==> config.mk <==
export PLATFORM = sky130hd
export DESIGN_NAME = aes_out_serializer
export DESIGN_NICKNAME = d
export VERILOG_FILES = /design/src/rtl/aes_pkg.sv /design/src/rtl/aes_blk_fifo.sv /design/src/rtl/aes_out_serializer.sv
export SDC_FILE = /design/constraint.sdc
export NUM_CORES = 1
export LEC_CHECK = 0
export BUFFER_PORTS_ARGS = -buffer_cell sky130_fd_sc_hd__buf_2
export CORE_MARGIN = 2
export CORE_UTILIZATION = 60
export DETAILED_ROUTE_END_ITERATION = 8
export PLACE_DENSITY = 0.78
export SLEW_MARGIN = 40
export SYNTH_ARGS = -nofsm -noshare
export SYNTH_HDL_FRONTEND = slang
export SYNTH_SLANG_ARGS = --single-unit
==> constraint.sdc <==
create_clock -name clk -period 19.24 [get_ports clk]
set_input_delay 0.962 -clock clk [delete_from_list [all_inputs] [get_ports clk]]
set_output_delay 0.962 -clock clk [all_outputs]
set_load 0.02 [all_outputs]
==> src/rtl/aes_pkg.sv <==
`default_nettype none
// ============================================================================
// Package     : aes_pkg
// Description : Shared widths, serializer state encoding and a word-select
//               helper for the AES output serializer slice.
// Revision    : 1.0  initial release
// ============================================================================
package aes_pkg;

  localparam int AES_BLK_W     = 128;
  localparam int AES_WORD_W    = 32;
  localparam int WORDS_PER_BLK = 4;

  // Serializer states: idle, then one state per 32-bit word of the block.
  typedef enum logic [2:0] {
    SER_IDLE = 3'd0,
    SER_W0   = 3'd1,
    SER_W1   = 3'd2,
    SER_W2   = 3'd3,
    SER_W3   = 3'd4
  } ser_state_t;

  // Word idx of a block, most significant word first (idx 0 = bits 127:96).
  function automatic logic [AES_WORD_W-1:0] blk_word(input logic [AES_BLK_W-1:0] blk,
                                                     input logic [1:0]           idx);
    logic [AES_WORD_W-1:0] w;
    case (idx)
      2'd0:    w = blk[127:96];
      2'd1:    w = blk[95:64];
      2'd2:    w = blk[63:32];
      default: w = blk[31:0];
    endcase
    return w;
  endfunction

endpackage
`default_nettype wire

==> src/rtl/aes_blk_fifo.sv <==
`default_nettype none
// ============================================================================
// Module      : aes_blk_fifo
// Description : Synchronous block FIFO, power-of-two depth. A push while full
//               is accepted only when a pop happens in the same cycle;
//               otherwise it is silently ignored (the caller flags the drop).
// Ports       : clk, reset (async, active-low)
//               push/wdata  - write request and data
//               pop         - remove head (ignored when empty)
//               rdata       - current head entry
//               rdata_nxt   - entry behind the head (valid when count >= 2)
//               full/empty/count - occupancy status
// Revision    : 1.0  initial release
// ============================================================================
module aes_blk_fifo #(
  parameter int DEPTH = 8,
  parameter int WIDTH = 128
) (
  input  logic                     clk,
  input  logic                     reset,
  input  logic                     push,
  input  logic                     pop,
  input  logic [WIDTH-1:0]         wdata,
  output logic [WIDTH-1:0]         rdata,
  output logic [WIDTH-1:0]         rdata_nxt,
  output logic                     full,
  output logic                     empty,
  output logic [$clog2(DEPTH):0]   count
);

  localparam int AW = $clog2(DEPTH);

  logic [WIDTH-1:0] mem [DEPTH];
  logic [AW-1:0]    wr_ptr;
  logic [AW-1:0]    rd_ptr;
  logic [AW-1:0]    rd_ptr_nxt;
  logic             wr_en;
  logic             rd_en;

  assign full       = (count == (AW+1)'(DEPTH));
  assign empty      = (count == '0);
  assign rd_en      = pop && !empty;
  // A pop frees the slot the simultaneous push needs.
  assign wr_en      = push && (!full || rd_en);
  assign rd_ptr_nxt = rd_ptr + 1'b1;
  assign rdata      = mem[rd_ptr];
  assign rdata_nxt  = mem[rd_ptr_nxt];

  always_ff @(posedge clk) begin
    if (wr_en) begin
      mem[wr_ptr] <= wdata;
    end
  end

  always_ff @(posedge clk or negedge reset) begin
    if (!reset) begin
      wr_ptr <= '0;
      rd_ptr <= '0;
      count  <= '0;
    end else begin
      if (wr_en) begin
        wr_ptr <= wr_ptr + 1'b1;
      end
      if (rd_en) begin
        rd_ptr <= rd_ptr_nxt;
      end
      case ({wr_en, rd_en})
        2'b10:   count <= count + 1'b1;
        2'b01:   count <= count - 1'b1;
        default: count <= count;
      endcase
    end
  end

endmodule
`default_nettype wire

==> src/rtl/aes_out_serializer.sv <==
`default_nettype none
// ============================================================================
// Module      : aes_out_serializer
// Description : Tracks real blocks through the fixed-latency AES pipeline,
//               captures each matching cryptokey into a FIFO and streams it
//               out as four 32-bit words (MSW first) on valid/ready. Returns
//               an issue credit so a well-behaved upstream never overruns.
// Ports       : clk        - clock, rising edge
//               reset      - async, active-low
//               blk_issue  - real block presented to aes_top this cycle
//               issue_ok   - credit available for blk_issue
//               cryptokey  - 128-bit ciphertext from aes_top
//               m_data/m_valid/m_ready/m_last - word stream out
//               overflow   - sticky, a block was dropped on a full FIFO
// Revision    : 1.0  initial release
// ============================================================================
module aes_out_serializer
  import aes_pkg::*;
#(
  parameter int PIPE_LAT   = 12,
  parameter int FIFO_DEPTH = 8
) (
  input  logic                  clk,
  input  logic                  reset,
  input  logic                  blk_issue,
  output logic                  issue_ok,
  input  logic [AES_BLK_W-1:0]  cryptokey,
  output logic [AES_WORD_W-1:0] m_data,
  output logic                  m_valid,
  input  logic                  m_ready,
  output logic                  m_last,
  output logic                  overflow
);

  localparam int CNT_W = $clog2(FIFO_DEPTH + PIPE_LAT + 1);
  localparam int FCW   = $clog2(FIFO_DEPTH) + 1;

  logic [PIPE_LAT-1:0]  tag;
  logic                 tap;
  logic [CNT_W-1:0]     outstanding;
  logic                 pop;
  logic                 drop;
  logic                 more_queued;
  logic                 fifo_full;
  logic                 fifo_empty;
  logic [FCW-1:0]       fifo_count;
  logic [AES_BLK_W-1:0] head;
  logic [AES_BLK_W-1:0] head_nxt;
  ser_state_t           state;

  // The oldest tag marks the cycle its cryptokey is on the bus.
  assign tap         = tag[PIPE_LAT-1];
  assign pop         = m_valid && m_ready && (state == SER_W3);
  assign drop        = tap && fifo_full && !pop;
  assign more_queued = (fifo_count > FCW'(1));
  // Credit covers blocks still in the pipeline plus those already buffered.
  assign issue_ok    = (outstanding < CNT_W'(FIFO_DEPTH));

  aes_blk_fifo #(
    .DEPTH (FIFO_DEPTH),
    .WIDTH (AES_BLK_W)
  ) u_fifo (
    .clk       (clk),
    .reset     (reset),
    .push      (tap),
    .pop       (pop),
    .wdata     (cryptokey),
    .rdata     (head),
    .rdata_nxt (head_nxt),
    .full      (fifo_full),
    .empty     (fifo_empty),
    .count     (fifo_count)
  );

  always_ff @(posedge clk or negedge reset) begin
    if (!reset) begin
      tag         <= '0;
      outstanding <= '0;
      overflow    <= 1'b0;
    end else begin
      tag <= {tag[PIPE_LAT-2:0], blk_issue};
      // A tag moving into the FIFO leaves the total unchanged; a dropped tag
      // or a popped entry reduces it.
      outstanding <= outstanding + CNT_W'(blk_issue) - CNT_W'(pop) - CNT_W'(drop);
      if (drop) begin
        overflow <= 1'b1;
      end
    end
  end

  // Outputs are registered; each word is loaded on the edge entering its
  // state, so a stalled word simply holds.
  always_ff @(posedge clk or negedge reset) begin
    if (!reset) begin
      state   <= SER_IDLE;
      m_valid <= 1'b0;
      m_last  <= 1'b0;
      m_data  <= '0;
    end else begin
      case (state)
        SER_IDLE: begin
          if (!fifo_empty) begin
            state   <= SER_W0;
            m_valid <= 1'b1;
            m_last  <= 1'b0;
            m_data  <= blk_word(head, 2'd0);
          end
        end
        SER_W0: begin
          if (m_ready) begin
            state  <= SER_W1;
            m_data <= blk_word(head, 2'd1);
          end
        end
        SER_W1: begin
          if (m_ready) begin
            state  <= SER_W2;
            m_data <= blk_word(head, 2'd2);
          end
        end
        SER_W2: begin
          if (m_ready) begin
            state  <= SER_W3;
            m_last <= 1'b1;
            m_data <= blk_word(head, 2'd3);
          end
        end
        SER_W3: begin
          if (m_ready) begin
            m_last <= 1'b0;
            // Only an entry already written behind the head can follow
            // without a bubble; one arriving this same cycle goes via IDLE.
            if (more_queued) begin
              state  <= SER_W0;
              m_data <= blk_word(head_nxt, 2'd0);
            end else begin
              state   <= SER_IDLE;
              m_valid <= 1'b0;
            end
          end
        end
        default: begin
          state   <= SER_IDLE;
          m_valid <= 1'b0;
          m_last  <= 1'b0;
        end
      endcase
    end
  end

endmodule
`default_nettype wire
==> key figures <==
Setup path
  • Launching element type of the critical path: flop
  • CP max-delay cell: sky130_fd_sc_hd__dfrtp_4
  • R2R Path End: m_data[29]
  • Maximum single-stage delay on the critical path: slightly below 0.9 ns
  • FF-to-FF path depth: 8
  • Crit end category: flop
  • Crit-path cells: buf_6 > buf_12 > buf_4 > mux2i_1 > a221o_1 > o22ai_1 > a21oi_1 > a31oi_1
  • Flop2flop setup slack: about 15 ns
  • Required time at the worst-slack endpoint: roughly 20 ns
  • Arrival time worst endpoint: just over 5 ns
  • Largest fanout of any net on the critical path: 123
  • Critical path class: reg2reg
  • Source of the worst register-to-register timing path: u_fifo.rd_ptr[1]

Drt
  • Detailed router's first-iteration violation count: approximately 2900
  • Final wirelength: about 100000 um
  • Count of unresolved DRC violations after routing: 0
  • Count of TritonRoute iterations in the first routing pass: 5
  • Via density: ~6.8
  • Wirelength per Cell: approximately 30 um
  • ANT nets after route: 0
  • Total via count in the routed design: between 20000 and 25000

Clock tree
  • Number of buffers inserted to repair setup after CTS: 0
  • Clock tree root driver cell: sky130_fd_sc_hd__clkbuf_16
  • CTS clock-pin slew for the worst setup and hold paths: around 0.060 ns
  • CTS Buf Count: 102
  • Deepest level of the CTS H-tree: 3
  • Post-CTS resize count: 0
  • Clock tree from TritonCTS: built
  • Source-to-sink clock delay at the later pin of the worst-skew pair: approximately 0.66 ns
  • Cts-stage hold buffer count: 0
  • TritonCTS sink count: roughly 1100
  • CTS Buffer Depth: 3

Finish
  • Area occupied by multi-input gates: around 11000 sq um
  • Layout fillers: 4270
  • Layout cells sized above 1: between 20 and 30%
  • Area used by sequential logic in the layout: approximately 32000 sq um
  • Total non-filler cell area in the finished layout: ~50000 sq um
  • Area overhead of the layout relative to synthesis: 13.0%
  • Layout net count: between 2000 and 3000

Die
  • Initial core utilization: between 60 and 70%
  • Die Footprint: about 75000 sq um
  • Std-Cell Core Area: a little over 70000 sq um
  • Top-level port count: roughly 170
  • Overall die height: 274 um
  • Core Rows: 98
  • Overall die width: approximately 270 um

Synth
  • Share of async-settable or async-resettable flops after synthesis: under 10%
  • Sequential cell area fraction in the yosys report: 74.1%
  • Number of synthesized flops with an enable pin: between 1000 and 1500
  • Largest area contributor in the netlist: sky130_fd_sc_hd__edfxtp_1
  • Mapped Cells: between 2000 and 2500
  • Net count after synthesis: about 2300
  • Average footprint of a synthesized cell: roughly 20 sq um
  • Synthesized area: roughly 44000 sq um
  • Area share of the largest cell type after synthesis: a little over two thirds
  • Leading cell types by count after synthesis: sky130_fd_sc_hd__edfxtp_1 (1024), sky130_fd_sc_hd__mux2i_1 (228), sky130_fd_sc_hd__mux4_2 (193)
  • Most numerous cell in the Yosys netlist: sky130_fd_sc_hd__edfxtp_1
  • Dominant register cell in the synthesized netlist: sky130_fd_sc_hd__edfxtp_1
  • Leading cell types by total area after synthesis: sky130_fd_sc_hd__edfxtp_1 (70%), sky130_fd_sc_hd__mux4_2 (10%), sky130_fd_sc_hd__mux2i_1 (5.2%)
  • Post-synthesis register bit count: about 1100
  • Yosys Warn Count: 0
  • Count of different cell masters after synthesis: 51

Power
  • Total power per unit cell area: 161 nW/um^2
  • Leak pwr: ~16 nW
  • Share of total power in the clock network: a little over a quarter
  • Net switching power figure: about 2.6 mW
  • Gate power share: between 30 and 40%
  • Fraction of power consumed by sequential logic: roughly two fifths
  • Worst ir drop on vdd: roughly 0.14 mV
  • Net Sw Frac: 32.9%
  • Internal power summed over all cells: between 5 and 6 mW

STA
  • Slack of the critical path: roughly 15 ns
  • Endpoints failing hold: 0
  • Transition at the pin with the smallest max-transition slack: roughly 0.88 ns
  • Share of the clock period used by the worst path: around a quarter
  • Worst slew margin relative to its limit: about two fifths
  • Max-slew violation total from the final report: 0
  • Unrepaired setup endpoints after global routing: no
  • Setup-failing EPs final: 0
  • Achievable clock frequency: 217 MHz
  • Worst Skew: 0.0218 ns
  • Sum Neg Setup Slack: 0 ns
  • Final min period: 4.62 ns

Min path
  • Worst hold path type: reg2reg
  • Hold_sp: tag[3]
  • Destination of the worst hold path: tag[4]
  • Hold depth: 0

Flow run
  • Number of max-cap violations: 0

Place
  • Post-detailed-placement cell area: approximately 46000 sq um
  • Routability cong.: 0.853
  • Port buffer count: around 170
  • Pre-CTS worst setup slack: approximately 15 ns
  • Half-perimeter wire length after placement: 58300 um

GRT
  • Number of antenna violations at the first check in global routing: 32
  • Total congestion overflow: 0
  • Maximum number of pins on one net before global-route repair: roughly 120
  • Global-route wire length before repair: 153000 um
  • Vias in the first global route: about 24000
  • Tot GR Track Use: approximately 28%

Run status
  • Status: completed
==> worst max path at each step <==
| stage | start | to | cells past startpoint |
|---|---|---|---|
| finish | u_fifo.rd_ptr[1] | m_data[29] | 8 |
| global route | u_fifo.rd_ptr[1] | m_data[29] | 8 |
| CTS | u_fifo.rd_ptr[1] | m_data[29] | 8 |
| detailed placement | u_fifo.rd_ptr[1] | m_data[29] | 8 |
| global placement | u_fifo.rd_ptr[0] | m_data[1] | 8 |
| floorplan | m_ready | u_fifo.mem[2][0] | 5 |
==> stage by stage <==
stage | power [mW] | utilization [%] | hold slack, ns | instances
global placement | 5.69 | 63.4 | 0.340 | 3217
global route | 8.22 | 68.8 | 0.357 | 3428
finish | 7.93 | 68.8 | 0.349 | 3430
detailed placement | 5.80 | 63.8 | 0.335 | 3225
floorplan | 5.01 | - | 0.331 | 2197
CTS | 7.93 | 68.7 | 0.349 | 3416
==> layout make-up <==
class	instances	area share, %
multi-input combinational	953	21.6
clock inverter	68	1.75
timing repair buffer	221	3.03
inverter	14	0.106
clock buffer	123	5.49
antenna	12	0.0608
sequential	1089	65.6
tap	950	2.41
==> placed cells by master (no fill, tap or decap), types with 28 or more instances in the layout <==
master,instances
sky130_fd_sc_hd__a21oi_1,31
sky130_fd_sc_hd__a221oi_1,45
sky130_fd_sc_hd__a22o_1,38
sky130_fd_sc_hd__a22oi_1,45
sky130_fd_sc_hd__a31oi_1,35
sky130_fd_sc_hd__buf_2,167
sky130_fd_sc_hd__buf_4,29
sky130_fd_sc_hd__clkbuf_16,103
sky130_fd_sc_hd__dfrtp_1,62
sky130_fd_sc_hd__edfxtp_1,1024
sky130_fd_sc_hd__mux2_2,29
sky130_fd_sc_hd__mux2i_1,228
sky130_fd_sc_hd__mux4_2,193
sky130_fd_sc_hd__nand2_1,34
sky130_fd_sc_hd__nor2_1,37
sky130_fd_sc_hd__o22ai_1,28
==> critical path, delay by kind of cell, from the launching register on <==
kind / cells / cell delay, ns
AOI/OAI and AO/OA: 4 / 1.33
buffers and inverters: 3 / 1.96
muxes: 1 / 0.17
DFF: 1 / 0.87
==> metal layers <==
| metal | vias up | wire (um) | track usage, % | share of wire (%) |
|---|---|---|---|---|
| met5 | - | 228 | 0 | 0.22 |
| li1 | 9624 | - | - | - |
| met1 | 12099 | 39400 | 37.4 | 38 |
| met4 | 36 | 2790 | 9.89 | 2.7 |
| met3 | 221 | 11300 | 9.10 | 11 |
| met2 | 1344 | 49700 | 43.3 | 48 |
==> power by group through the flow <==
| stage | sequential (mW) | clock [mW] | combinational (mW) |
|---|---|---|---|
| final | 3.20 | 2.12 | 2.62 |
| after global routing | 3.22 | 2.23 | 2.77 |
| after CTS | 3.21 | 2.14 | 2.58 |
| after detailed placement | 3.25 | 0 | 2.55 |
| after global placement | 3.22 | 0 | 2.47 |
| after floorplan | 3.27 | 0 | 1.74 |
==> registers in the layout, indices dropped and copies added (netlist names), 3 cells and up <==
signal / flops
u_fifo.count: 4
u_fifo.wr_ptr: 3
outstanding: 5
u_fifo.rd_ptr: 3
state: 3
u_fifo.mem: 1024
m_data: 32
tag: 12
==> kinds of logic (layout without fill, tap and decap cells) <==
kind of cell,count (synthesis),after routing,share of synthesized area (%)
AO/OA/AOI/OAI,331,331,5.85
other,0,12,0
adder cells (fa/ha/maj),14,14,0.418
flip-flops,1089,1089,74.1
XOR/XNOR,14,14,0.281
AND/OR/NAND/NOR,144,144,1.63
multiplexers,450,450,15.9
buffers and inverters,155,426,1.78
No activity file was read; power rests on OpenSTA's default activity.
